--- src/rtl/matrix_b_stream_reader.sv ---
// matrix_b_stream_reader
//   Read-side sequencer for the matrix-B RAM. A START pulse walks LENGTH
//   consecutive addresses from BASE_ADDR, wrapping at the top of the address
//   space. The words come out on a valid/ready stream. A 2-entry buffer hides
//   the RAM's one-cycle read latency and absorbs consumer back-pressure.
//
// Ports
//   CLK, RST            rising-edge clock, asynchronous active-low reset
//   START               one-cycle burst request; ignored unless idle
//   BASE_ADDR, LENGTH   burst start address and word count (0..2**ADDR_W)
//   ADDRESS_B           registered RAM read address
//   Write_EN_B          RAM write enable, tied low (read-only client)
//   RAM_OUT             RAM read data, one edge after ADDRESS_B is sampled
//   DATA_OUT/VALID      stream word (buffer head) and its valid flag
//   DATA_READY          consumer accept; a transfer is VALID & READY at an edge
//   BUSY                burst in progress
//   DONE                one-cycle completion pulse
//
// state  | meaning
// -------+-----------------------------------------------------------
// IDLE   | waiting for START
// ISSUE  | issuing RAM reads while buffer space allows
// DRAIN  | all reads issued, waiting for the remaining transfers
// FINISH | DONE pulse for one cycle, then back to IDLE
module matrix_b_stream_reader #(
  parameter int ADDR_W = 4,
  parameter int DATA_W = 3
) (
  input  logic              CLK,
  input  logic              RST,
  input  logic              START,
  input  logic [ADDR_W-1:0] BASE_ADDR,
  input  logic [ADDR_W:0]   LENGTH,
  output logic [ADDR_W-1:0] ADDRESS_B,
  output logic              Write_EN_B,
  input  logic [DATA_W-1:0] RAM_OUT,
  output logic [DATA_W-1:0] DATA_OUT,
  output logic              DATA_VALID,
  input  logic              DATA_READY,
  output logic              BUSY,
  output logic              DONE
);

  localparam logic [1:0] S_IDLE   = 2'd0;
  localparam logic [1:0] S_ISSUE  = 2'd1;
  localparam logic [1:0] S_DRAIN  = 2'd2;
  localparam logic [1:0] S_FINISH = 2'd3;

  localparam logic [ADDR_W:0]   CNT_ONE  = 1;
  localparam logic [ADDR_W-1:0] ADDR_ONE = 1;

  logic [1:0]        state;
  logic [ADDR_W:0]   rem_issue;
  logic [ADDR_W:0]   rem_xfer;
  logic              in_flight;
  logic [1:0]        occ;
  logic [DATA_W-1:0] buf_head;
  logic [DATA_W-1:0] buf_tail;
  logic              pop;
  logic              issue;
  logic [2:0]        occ_after;

  assign pop        = DATA_VALID & DATA_READY;
  // Occupancy once this edge's capture and pop have happened. A new read is
  // issued only if its word will still fit when it lands one edge later.
  assign occ_after  = {1'b0, occ} + {2'b00, in_flight} - {2'b00, pop};
  assign issue      = (state == S_ISSUE) && (rem_issue != '0) && (occ_after < 3'd2);

  assign DATA_VALID = (occ != 2'd0);
  assign DATA_OUT   = buf_head;
  assign BUSY       = (state == S_ISSUE) || (state == S_DRAIN);
  assign DONE       = (state == S_FINISH);
  assign Write_EN_B = 1'b0;

  always_ff @(posedge CLK or negedge RST) begin
    if (!RST) begin
      state     <= S_IDLE;
      ADDRESS_B <= '0;
      rem_issue <= '0;
      rem_xfer  <= '0;
      in_flight <= 1'b0;
    end else begin
      in_flight <= issue;
      if (issue) begin
        rem_issue <= rem_issue - CNT_ONE;
        ADDRESS_B <= ADDRESS_B + ADDR_ONE;
      end
      if (pop && (rem_xfer != '0)) begin
        rem_xfer <= rem_xfer - CNT_ONE;
      end
      case (state)
        S_IDLE: begin
          if (START) begin
            if (LENGTH != '0) begin
              state     <= S_ISSUE;
              ADDRESS_B <= BASE_ADDR;
              rem_issue <= LENGTH;
              rem_xfer  <= LENGTH;
            end else begin
              state <= S_FINISH;
            end
          end
        end
        S_ISSUE: begin
          if (pop && (rem_xfer == CNT_ONE)) begin
            state <= S_FINISH;
          end else if (issue && (rem_issue == CNT_ONE)) begin
            state <= S_DRAIN;
          end
        end
        S_DRAIN: begin
          if (pop && (rem_xfer == CNT_ONE)) begin
            state <= S_FINISH;
          end
        end
        default: state <= S_IDLE;
      endcase
    end
  end

  // Two-entry FIFO: buf_head is the stream head, buf_tail the second word.
  always_ff @(posedge CLK or negedge RST) begin
    if (!RST) begin
      occ      <= 2'd0;
      buf_head <= '0;
      buf_tail <= '0;
    end else begin
      case ({in_flight, pop})
        2'b10: begin
          if (occ == 2'd0) buf_head <= RAM_OUT;
          else             buf_tail <= RAM_OUT;
          occ <= occ + 2'd1;
        end
        2'b01: begin
          buf_head <= buf_tail;
          occ      <= occ - 2'd1;
        end
        2'b11: begin
          if (occ == 2'd1) begin
            buf_head <= RAM_OUT;
          end else begin
            buf_head <= buf_tail;
            buf_tail <= RAM_OUT;
          end
        end
        default: ;
      endcase
    end
  end

endmodule
--- config.mk ---
export PLATFORM = sky130hd
export DESIGN_NAME = matrix_b_stream_reader
export DESIGN_NICKNAME = d
export VERILOG_FILES = /design/src/rtl/matrix_b_stream_reader.sv
export SDC_FILE = /design/constraint.sdc
export NUM_CORES = 1
export LEC_CHECK = 0
export CORE_MARGIN = 3
export CORE_UTILIZATION = 53
export CTS_CLUSTER_DIAMETER = 80
export DETAILED_ROUTE_END_ITERATION = 6
export GPL_TIMING_DRIVEN = 0
export HOLD_SLACK_MARGIN = 0.12
export PLACE_DENSITY = 0.79
export SETUP_SLACK_MARGIN = 0.05
export SLEW_MARGIN = 20
export SYNTH_ARGS = -nofsm -noshare
export SYNTH_HDL_FRONTEND = slang
export SYNTH_SLANG_ARGS = --single-unit
--- constraint.sdc ---
create_clock -name CLK -period 3.69 [get_ports CLK]
set_input_delay 0.738 -clock CLK [delete_from_list [all_inputs] [get_ports CLK]]
set_output_delay 0.738 -clock CLK [all_outputs]
set_load 0.02 [all_outputs]
# After elaboration in Yosys (flattened, before gate mapping)
# Cells that the tools add are included.
[totals]
reg_bits = 25
latchBits = 0
ram_bits = 0
rom_bits = 0
inputBits = 16
mem_count = 0
[op_classes]
addsub = 7
mul = 0
div_mod_pow = 0
n_lt_le_gt_ge = 1
n_eq_ne = 15
shifts = 0
muxes = 25
bitwise = 1
n_reduce_logical = 18
[ops]
columns = ["operator", "n"]
rows = [
  ["two-way mux 5 bit", 8],
  ["two-way mux 4 bit", 4],
  ["nonzero test 5 bit", 3],
  ["two-way mux 3 bit", 4],
  ["equality test 5 x 1 -> 1 bit, second input constant", 2],
  ["two-way mux 2 bit", 5],
  ["subtractor 5 x 1 -> 5 bit, second input constant", 2],
  ["case mux 3 bit (3 select lines)", 1],
  ["equality test 2 bit, second input constant", 4],
  ["!= test 2 bit, second input constant", 4],
  ["equality test 2 x 1 -> 1 bit, second input constant", 3],
  ["case mux 2 bit (3 select lines)", 1],
  ["case mux 3 bit (2 select lines)", 1],
  ["AND reduction 3 bit", 2],
  ["nonzero test 2 bit", 3],
  ["logical AND 1 bit", 5],
  ["adder 4 x 1 -> 4 bit, second input constant", 1],
  ["logical NOT 2 bit", 2],
  ["case mux 2 bit (2 select lines)", 1],
  ["adder 2 x 1 -> 3 bit", 1],
  ["< comparator 3 x 2 -> 1 bit, second input constant", 1],
  ["!= test 3 x 1 -> 1 bit, second input constant", 1],
  ["nonzero test 3 bit", 1],
  ["subtractor 3 x 1 -> 3 bit", 1],
  ["6 further kinds", 6],
]

# Depth between registers and ports, before layout
# Gate-level depths: netlist (run 1).
[depth]
depth_word = 9
mapped_depth = 12
mapped_depth_nobuf = 12

# Least setup slack after synthesis (run 1)
# No wires, ideal clock.
[synth_timing]
kind = "input -> register"
start = "input DATA_READY"
end = "register state[1]"
setup_ps = 122
arrival_ps = 2664
slack_ps = 904
cell_stages = 9
path_buffers = 1
cell_sequence = "buf_2 -> nand2b_1 -> nor2_1 -> o21ai_0 -> fa_1 -> xnor2_2 -> a41oi_1 -> a211o_1 -> a32o_1"
[synth_between]
elab_chain_cells = 7
elab_cells_between_ends = 11
classes_between = "add/sub (1); order compare (1); eq/ne (2); mux (2); bitwise (1); reduce/logical (4)"
[synth_lines]
columns = ["item", "line_no", "rtl"]
rows = [
  ["start, declared", "39", "input logic DATA_READY,"],
  ["AND 1 bit *", "63", "assign pop = DATA_VALID & DATA_READY;"],
  ["subtractor 3 x 1 -> 3 bit", "66", "assign occ_after = {1'b0, occ} + {2'b00, in_flight} - {2'b00, pop};"],
  ["< comparator 3 x 2 -> 1 bit", "67", "assign issue = (state == S_ISSUE) && (rem_issue != '0) && (occ_after < 3'd2);"],
  ["logical AND 1 bit", "67", ""],
  ["logical AND 1 bit", "107", "end else if (issue && (rem_issue == CNT_ONE)) begin"],
  ["!= test 3 x 1 -> 1 bit (no source line)", "-", ""],
  ["AND reduction 3 bit (no source line)", "-", ""],
  ["end signal, assigned", "106", "state <= S_FINISH;"],
  ["end signal, assigned", "108", "state <= S_DRAIN;"],
  ["end signal, assigned", "113", "state <= S_FINISH;"],
  ["end, declared", "52", "logic [1:0] state;"],
]
# Mark *: on every way between the ends. The rest lies on a longest branch, timed or not.
# A chain may end at the register's enable or synchronous reset.

# Worst setup path in the final report (run 1)
[layout_timing]
start = "register occ[1]"
end = "register state[0]"
[layout_between]
elab_chain_cells = 8
elab_cells_between_ends = 13
classes_between = "add/sub (2); order compare (1); eq/ne (2); mux (2); bitwise (1); reduce/logical (5)"
[layout_lines]
columns = ["item", "line_no", "rtl"]
rows = [
  ["start, declared", "56", "logic [1:0] occ;"],
  ["start signal, assigned", "132", "occ <= occ + 2'd1;"],
  ["start signal, assigned", "136", "occ <= occ - 2'd1;"],
  ["parallel branches: the longest is 8 deep, another holds adder 2 x 1 -> 3 bit", "-", ""],
]
# Several ways; the timed one is not identified.

==> results.tsv, run 1 <==
metric	value	unit
TritonCTS clock tree	done	
number of buffers added on ports	24	
area added between synthesis and finish	19.0	%
fin nets	236	
placed instance count	242	
htree depth	1	
Reg2Reg Depth	10	
clock sinks	25	
CP startpoint kind	register	
Syn Nets	207	
kind of critical path	register to register	
final setup vio count	0	
Mapped Cells	176	
worst relative slew slack	0.618	
grt total ovfl	0	
Final min period	3100	ps
Max Fanout on Critical Path	9	
Cell Area, Placed	0.00195	mm2
post-DP HPWL	2810	um
Post-Route WL	3520	um
cts hold-fix bufs	0	
first-pass GRT wire length	5920	um
adder-cell area share of the yosys netlist	0.118	
worst vdd ir	0.447	mV
Finished Layout Cells	246	
Critical path origin	occ[1]$_DFFE_PN0P_	
Tightest Pin Transition	573	ps
final worst-path cycle share	0.840	
multi-input logic area	950	um2
hold_ws	378	ps
post-synthesis simple-gate area fraction	0.177	
Seq/Total Area, Yosys	0.377	
Final TNS setup	0	ps
worst skew pair latency	330	ps
layout cell share with drive strength beyond 1	0.0980	
vias per inst	5.76	
Reg area	626	um2
multiplexer area fraction after synthesis	0.0483	
Num CTS Buffers	3	
final core utilization	0.686	
clock tree buffer depth	2	
TritonRoute pass-1 iters	4	
GRT Overall Usage	0.207	
remaining routing DRC violations	0	
Clock Root Buffer	clkbuf_4	
Worst setup endpoint	state[0]$_DFFE_PN0P_	
hold crit path type	input pin to asynchronous set/reset pin	
Ant. Diodes	0	
Resized cells post-CTS	0	
syn_area_per_cell	9.42	um2
Core Rows	19	
Pleak	0.000847	uW
initial antenna violation count	0	
f_max	322	MHz
initial core utilization	0.576	
post-synthesis compound-gate area fraction	0.180	
#FFs+latches synth	25	
DIE AREA	0.00384	mm2
DRT iter0 DRCs	77	
worst reg2reg setup slack	590	ps
CP arrival	3330	ps
Worst R2R Start	occ[1]$_DFFE_PN0P_	
post-route ant nets	0	
gp weighted congestion	0.837	
largest net degree at the start of global routing	26	
largest family of logic cells by synthesized area	compound AO/OA/AOI/OAI gates	
worst clock skew	7.22	ps
Crit. End Element	register	
Cell Pwr Density	867	mW/mm2
Die H	61.9	um
RSZ-0062 raised after global routing	no	
Post-CTS Setup Bufs	0	
CTS clk-pin slew, worst paths	140	ps
vias in the first global route	1372	
Ys Warns	0	
XOR/XNOR Fraction of Synth Area	0.0468	
Mapped Area	0.00166	mm2
post-DR wirelength/cell	14.3	um
worst r2r dst	state[0]$_DFFE_PN0P_	
# fillers	238	
Die X	61.9	um
distinct cell type count after synthesis	45	
Core ar.	0.00288	mm2
final hold vios	0	
IO Pins	27	
Finished Cell Area	0.00197	mm2
Slew Viols, Final	0	
DR vias	1416	
Worst EP required	3920	ps
status	completed	
MaxCap Viol Count	0	
==> where the power goes <==
part	switching [uW]	total (uW)	leakage [uW]	internal [uW]
Sequential	139	553	0.000306	413
Clock	85.8	126	0.0000177	40.7
Combinational	543	1030	0.000523	489
==> area by class of cell <==
| cell class | instances | area share |
|---|---|---|
| timing repair buffer | 24 | 0.119 |
| tap | 42 | 0.0266 |
| clock buffer | 3 | 0.0114 |
| inverter | 15 | 0.0298 |
| clock inverter | 1 | 0.00254 |
| multi-input combinational | 131 | 0.481 |
| buffer | 5 | 0.0120 |
| sequential | 25 | 0.317 |
==> routing by layer <==
metal | track usage | vias up | part of all wire
met3 | 0.0310 | 9 | 0.041
met1 | 0.250 | 683 | 0.41
met4 | 0.0848 | 0 | 0.020
li1 | - | 681 | -
met2 | 0.368 | 43 | 0.53
met5 | 0 | - | 0
==> worst min-delay path by stage <==
stage / start / to / slack [ps] / depth (start not counted)
3_5_place_dp: buf_tail[0]$_DFFE_PN0P_ / buf_tail[0]$_DFFE_PN0P_ / 530 / 1
5_1_grt: RST / DATA_OUT[0]$_DFFE_PN0P_ / 400 / 1
6_report: RST / DATA_OUT[0]$_DFFE_PN0P_ / 380 / 1
3_3_place_gp: buf_tail[1]$_DFFE_PN0P_ / DATA_OUT[1]$_DFFE_PN0P_ / 520 / 1
4_1_cts: RST / occ[1]$_DFFE_PN0P_ / 390 / 1
2_1_floorplan: RST / ADDRESS_B[0]$_DFF_PN0_ / 440 / 0
==> synthesized netlist by cell type, drive strengths merged <==
cell     count  area share
o2bb2ai      1      0.0053
or4          1      0.0045
o311a        1      0.0060
or4b         1      0.0083
and2         3       0.011
a221o        4       0.024
o21a         1      0.0045
a21o         1      0.0045
nand4        4       0.015
o32a         1      0.0068
nor2         8       0.018
inv         15       0.035
a22o         1      0.0053
nor3b        1      0.0045
clkbuf       3      0.0068
dfrtp       25        0.38
a21oi        5       0.015
ha          14        0.11
a211o        1      0.0053
xor2         2       0.011
fa           1       0.012
a32o         2       0.012
a31oi        5       0.019
a41oi        1      0.0053
nand3b       1      0.0045
nand2       16       0.036
conb         1      0.0023
o31ai        1      0.0045
nor3         7       0.021
mux2i        2       0.012
buf          2      0.0075
mux2         5       0.036
nor2b        6       0.023
or2          1      0.0038
nand2b       2      0.0075
xnor2        6       0.036
nand3        4       0.020
o21ai       20       0.063
==> metrics by stage <==
step           power [uW]  setup slack [ps]
2_1_floorplan        1280               904
3_3_place_gp         1540               692
3_5_place_dp         1590               645
4_1_cts              1720               605
5_1_grt              1870               394
6_report             1710               589
==> kinds of logic (layout without fill, tap and decap cells) <==
family,after synthesis,after routing
AND/OR/NAND/NOR,55,55
AO/OA/AOI/OAI,45,45
flip-flops,25,25
buffers and inverters,20,48
adder cells (fa/ha/maj),15,15
XOR/XNOR,8,8
multiplexers,7,7
other,1,1
==> flip-flops by register name, indices dropped and copies added, names as in the netlist <==
| register | cells |
|---|---|
| DATA_OUT | 3 |
| in_flight | 1 |
| buf_tail | 3 |
| rem_xfer | 5 |
| rem_issue | 5 |
| occ | 2 |
| state | 2 |
| ADDRESS_B | 4 |
==> cells in the final DEF (no fill, tap or decap), types with 3 or more instances in the layout <==
cell             netlist  routed
ha_1                  14      14
nor3_1                 7       7
clkbuf_1               3       3
nor2_1                 8       8
a221o_1                4       4
o21ai_0               19      19
clkdlybuf4s50_1        0      23
and2_1                 3       3
inv_1                 13      13
mux2_2                 4       4
nand4_1                4       4
nor2b_1                6       6
a31oi_1                5       5
a21oi_1                5       5
clkbuf_4               0       3
nand2_1               16      16
nand3_1                3       3
xnor2_1                5       5
dfrtp_1               25      25
==> critical path, stage by stage (launching register included) <==
cell and delay [ps]:
dfrtp_1 490, inv_1 110, ha_1 290, nand2b_1 260
nor2_1 200, o21ai_0 150, fa_1 430, xnor2_2 310
a41oi_1 200, a211o_1 350, a32o_1 210
(Power assumes the default switching activity.)
==> inputs of run 2 (changes only) <==
--- a/config.mk
+++ b/config.mk
@@ -6,12 +6,12 @@
 export NUM_CORES = 1
 export LEC_CHECK = 0
 export CORE_MARGIN = 3
-export CORE_UTILIZATION = 53
+export CORE_UTILIZATION = 48
 export CTS_CLUSTER_DIAMETER = 80
 export DETAILED_ROUTE_END_ITERATION = 6
 export GPL_TIMING_DRIVEN = 0
 export HOLD_SLACK_MARGIN = 0.12
-export PLACE_DENSITY = 0.79
+export PLACE_DENSITY = 0.76
 export SETUP_SLACK_MARGIN = 0.05
 export SLEW_MARGIN = 20
 export SYNTH_ARGS = -nofsm -noshare
==> constraint.sdc (replaced) <==
create_clock -name CLK -period 2.76 [get_ports CLK]
set_input_delay 0.552 -clock CLK [delete_from_list [all_inputs] [get_ports CLK]]
set_output_delay 0.552 -clock CLK [all_outputs]
set_load 0.02 [all_outputs]
==> results.tsv, run 2 (synthesis results as in run 1) <==
metric	value	unit	change
worst r2r dst	rem_issue[1]$_DFF_PN0_		
worst skew pair latency	330	ps	about the same
largest registers	rem_issue x5, rem_xfer x5, ADDRESS_B x4		
Num CTS Buffers	3		unchanged
Worst EP required	3010	ps	-910 ps
Reg2Reg Depth	13		+3
Core Rows	20		+1
vias per inst	5.59		-2.9%
Worst R2R Start	occ[1]$_DFFE_PN0P_		
final hold vios	0		unchanged
buffers and inverters on the worst path	4		+3
GRT Overall Usage	0.201		-0.00619
clock sinks	25		unchanged
CTS clk-pin slew, worst paths	150	ps	about the same
clock tree buffer depth	2		unchanged
gp weighted congestion	0.805		-3.8%
CP startpoint kind	register		
cell family with most CP delay	adder cells		
initial antenna violation count	0		unchanged
post-route ant nets	0		unchanged
final setup vio count	0		unchanged
Worst path max stage delay	440	ps	-50 ps
Max Fanout on Critical Path	7		-2
largest net degree at the start of global routing	26		unchanged
TritonCTS clock tree	done		
worst reg2reg setup slack	230	ps	-360 ps
Ant. Diodes	0		unchanged
Clock Root Buffer	clkbuf_4		
Final TNS setup	0	ps	unchanged
Reg area	627	um2	+0.20%
number of buffers added on ports	24		unchanged
Tightest Pin Transition	564	ps	-8.98 ps
layout cell share with drive strength beyond 1	0.162		+0.0639
first-pass GRT wire length	6690	um	+13%
kind of critical path	register to register		
worst relative slew slack	0.624		+0.00599
DIE AREA	0.00420	mm2	+9.4%
DR vias	1420		+0.28%
worst clock skew	15.3	ps	+8.09 ps
Final min period	2530	ps	-573 ps
fin nets	242		+2.5%
# fillers	277		+16%
Place WS	-237	ps	-881 ps
status	completed		
remaining routing DRC violations	0		unchanged
PnR worst setup slack	232	ps	-357 ps
htree depth	1		unchanged
area added between synthesis and finish	24.7	%	
most frequent cells in the layout	dfrtp_1, clkdlybuf4s50_1, o21ai_0		
MaxCap Viol Count	0		unchanged
DRT iter0 DRCs	77		unchanged
Die X	64.8	um	+4.6%
vias in the first global route	1468		+7.0%
grt total ovfl	0		unchanged
Pleak	0.000878	uW	+3.6%
Slowest cell on crit path	dfrtp_2		
final worst-path cycle share	0.916		+0.0756
Die H	64.8	um	+4.6%
Slew Viols, Final	0		unchanged
Post-Route WL	3820	um	+8.7%
Worst path depth	13		+3
cts hold-fix bufs	0		unchanged
post-DP HPWL	2950	um	+5.0%
TritonRoute pass-1 iters	4		unchanged
most common cell after layout, fill and taps aside	dfrtp_1		
multi-input logic area	996	um2	+4.9%
IO Pins	27		unchanged
hold crit path type	input pin to asynchronous set/reset pin		
Cell Pwr Density	1220	mW/mm2	+40%
final core utilization	0.650		-0.0356
initial core utilization	0.522		-0.0547
f_max	396	MHz	+23%
Core ar.	0.00318	mm2	+10%
CP arrival	2780	ps	-550 ps
RSZ-0062 raised after global routing	no		
Crit path top cell by count	inv_2		
worst vdd ir	0.663	mV	+48%
Crit. End Element	register		
Critical path origin	occ[1]$_DFFE_PN0P_		
post-DR wirelength/cell	15.1	um	+5.3%
worst path cell trace	inv_2 > ha_4 > nand2b_4 > inv_2 > nor2_1 > o21ai_1 > fa_2 > xnor2_4 > buf_4 > nand3_4 > inv_4 > mux2_4 > o21ai_2		
==> run 2: cell count changes in the layout (fill, tap and decap cells not counted), sizes merged <==
cell / delta
clkbuf: +1
clkinv: -1
buf: +6
==> run 2: power breakdown <==
part | leakage [uW] | internal [uW] | switching [uW] | total (uW)
logic | 0.000558 | 793 | 819 | 1610
registers | 0.000305 | 554 | 180 | 734
clock network | 0.0000150 | 56.6 | 113 | 169
total | 0.000878 | 1400 | 1110 | 2520
==> run 2: metrics by stage <==
stage	hold WS (ps)	area [um2]	total power [uW]	cells
2_1_floorplan	256	1670	1720	176
3_3_place_gp	520	1960	2070	244
3_5_place_dp	533	1960	2150	244
4_1_cts	213	2040	2460	252
5_1_grt	226	2070	2730	254
6_report	190	2070	2520	254
==> run 2: worst max-delay path by stage <==
stage                                   to
floorplan             state[1]$_DFFE_PN0P_
detailed placement    state[0]$_DFFE_PN0P_
global route          state[0]$_DFFE_PN0P_
global placement      state[1]$_DFFE_PN0P_
CTS                   state[0]$_DFFE_PN0P_
finish              rem_issue[1]$_DFF_PN0_
==> run 2: area by class of cell <==
class                   instances  area share
multi-input cells             131       0.482
flip-flops and latches         25       0.303
repair buffers                 30       0.136
inverters                      15      0.0285
well taps                      44      0.0266
clock buffers                   4      0.0127
plain buffers                   5      0.0115
==> run 2: repair_timing <==
action | in CTS | in global routing
setup endpoints to repair | 9 | 9
pin swaps | 1 | 2
gates resized for setup | 5 | 6
buffers inserted | 4 | 2
==> run 2: metal layers <==
layer / part of all wire / wire length, um / GRT usage / up-vias
li1: - / - / - / 690
met1: 0.45 / 1720 / 0.252 / 692
met2: 0.50 / 1910 / 0.356 / 36
met3: 0.044 / 168 / 0.0347 / 2
met4: 0.0060 / 23 / 0.0475 / 0
met5: 0 / 0 / 0 / -
==> run 2: worst reg2reg max path: cells and delay by family (launching register included) <==
kind            cells  cell delay, ps
compound gates      2             190
xor+xnor            1             180
fa+ha+maj           2             560
buf+inv             4             440
flops               1             440
mux                 1             310
simple gates        3             350
==> inputs of run 3 (changes only) <==
==> constraint.sdc (replaced) <==
create_clock -name CLK -period 2.1 [get_ports CLK]
set_input_delay 0.42 -clock CLK [delete_from_list [all_inputs] [get_ports CLK]]
set_output_delay 0.42 -clock CLK [all_outputs]
set_load 0.02 [all_outputs]
==> results.tsv, run 3 (synthesis results as in run 1) <==
metric	value	unit	change
status	finished with violations		
CTS clk-pin slew, worst paths	160	ps	about the same
worst clock skew	17.9	ps	+2.61 ps
RSZ-0062 raised after global routing	yes		
clock sinks	25		unchanged
number of buffers added on ports	24		unchanged
Place WS	-587	ps	-350 ps
Routed met2 length	2150	um	+13%
post-route ant nets	0		unchanged
final setup vio count	12		+12
DRT iter0 DRCs	131		+70%
vias per inst	5.71		+2.2%
clock tree buffer depth	2		unchanged
worst skew pair latency	340	ps	about the same
Max Used Layer	met4		
TritonRoute pass-1 iters	4		unchanged
part of the power in registers	0.273		-0.019
Cell Area, Placed	0.00203	mm2	+3.6%
largest net degree at the start of global routing	26		unchanged
hold crit path type	register to register		
TritonCTS clock tree	done		
post-DR wirelength/cell	16.5	um	+9.8%
met1 wire length	1930	um	+12%
initial antenna violation count	0		unchanged
gp weighted congestion	0.847		+5.3%
Switch Pwr	1630	uW	+47%
layout cell share with drive strength beyond 1	0.258		+0.0960
Num CTS Buffers	3		unchanged
IO Pins	27		unchanged
final hold vios	0		unchanged
PnR worst setup slack	-364	ps	-596 ps
Crit. End Element	register		
Core Rows	20		unchanged
kind of critical path	register to register		
MaxCap Viol Count	0		unchanged
switching part of the total	0.443		+0.00119
Pleak	0.000991	uW	+13%
DR WL met3	235	um	+40%
Max Fanout on Critical Path	5		-2
Die H	64.8	um	unchanged
Clock Root Buffer	clkbuf_4		
area added between synthesis and finish	37.7	%	
most common cell after layout, fill and taps aside	dfrtp_1		
fin nets	253		+4.5%
Post-Route WL	4380	um	+15%
Ant. Diodes	0		unchanged
Tightest Pin Transition	587	ps	+22.4 ps
final worst-path cycle share	1.17		+0.257
Final min period	2460	ps	-63.9 ps
htree depth	1		unchanged
f_max	406	MHz	+2.6%
final core utilization	0.719		+0.0681
combinational share of power	0.663		+0.022
violations in the final reports	negative setup slack		
worst relative slew slack	0.609		-0.0149
Core ar.	0.00318	mm2	unchanged
Clock power frac	0.064		-0.003
worst vdd ir	0.746	mV	+12%
largest registers	rem_issue x5, rem_xfer x5, ADDRESS_B x4		
CP startpoint kind	register		
Die X	64.8	um	unchanged
overall power	3680	uW	+46%
remaining routing DRC violations	0		unchanged
initial core utilization	0.522		unchanged
DIE AREA	0.00420	mm2	unchanged
CP arrival	2750	ps	-30 ps
first-pass GRT wire length	7040	um	+5.4%
Slew Viols, Final	0		unchanged
Worst EP required	2390	ps	-620 ps
GRT Overall Usage	0.212		+0.0108
vias in the first global route	1542		+5.0%
DR vias	1514		+6.6%
grt total ovfl	0		unchanged
Int Pwr	2050	uW	+46%
most frequent cells in the layout	dfrtp_1, clkdlybuf4s50_1, nand2_1		
Cell Pwr Density	1610	mW/mm2	+32%
post-DP HPWL	2780	um	-5.5%
Finished Cell Area	0.00228	mm2	+10%
## run 3: cell count changes in the layout (fill, tap and decap cells not counted), sizes merged
| cell | change |
|---|---|
| dlygate4sd3 | +1 |
| inv | -1 |
| buf | +13 |
| clkinv | +2 |
| dlymetal6s2s | +1 |
| clkbuf | -4 |
| clkdlybuf4s50 | -3 |
| dlygate4sd2 | +2 |
## run 3: layer usage
layer	vias up	track usage
li1	711	-
met1	738	0.275
met2	54	0.379
met3	11	0.0312
met4	0	0.0290
met5	-	0
## run 3: worst max-delay path, stage by stage (launching register included)
cell      delay (ps)
dfrtp_2          440
inv_2             80
ha_4             130
nand2b_4         160
nor2_4            50
buf_6            110
fa_2             570
and2_4           170
buf_12           110
nand3_4           90
clkinv_4          90
mux2_4           300
o21ai_2          130
## run 3: through the flow
stage          TNS, ps  std cells  hold slack (ps)
2_1_floorplan    -2110        176              124
3_3_place_gp     -4850        244              510
3_5_place_dp     -6000        244              450
4_1_cts          -3850        263              568
5_1_grt          -4390        265              595
6_report         -3310        265              578
## run 3: final timing paths
path / from / to / slack (ps) / cells after the start
max reg2reg: occ[1]$_DFFE_PN0P_ / rem_issue[1]$_DFF_PN0_ / -360 / 12
min in group asynchronous: RST / buf_tail[0]$_DFFE_PN0P_ / 590 / 2
max: occ[1]$_DFFE_PN0P_ / rem_issue[1]$_DFF_PN0_ / -360 / 12
min: buf_tail[0]$_DFFE_PN0P_ / buf_tail[0]$_DFFE_PN0P_ / 580 / 1
min reg2reg: buf_tail[0]$_DFFE_PN0P_ / buf_tail[0]$_DFFE_PN0P_ / 580 / 1
max in group asynchronous: RST / occ[1]$_DFFE_PN0P_ / 1070 / 2
## run 3: what timing repair did
action | CTS | global route
resized for setup | 16 | 10
buffers inserted | 15 | 3
pin swaps | 10 | 10
hold buffers | 1 | 0
setup endpoints to repair | 21 | 22
endpoints found under the hold margin | 25 | 0
## run 3: power by group through the flow
stage               Combinational (uW)  Sequential, uW  Clock (uW)
detailed placement                1990            1010           0
CTS                               2300             978         236
floorplan                         1410            1020           0
global route                      2650            1020         256
global placement                  1910             982           0
finish                            2440            1000         237
## run 3: area by class of cell
| type | instances | area, um2 |
|---|---|---|
| multi-input combinational | 131 | 1070 |
| tap | 44 | 55.1 |
| clock inverter | 1 | 5.00 |
| clock buffer | 3 | 22.5 |
| timing repair buffer | 43 | 415 |
| fill | 235 | 895 |
| sequential | 25 | 627 |
| inverter | 15 | 66.3 |
| buffer | 3 | 17.5 |
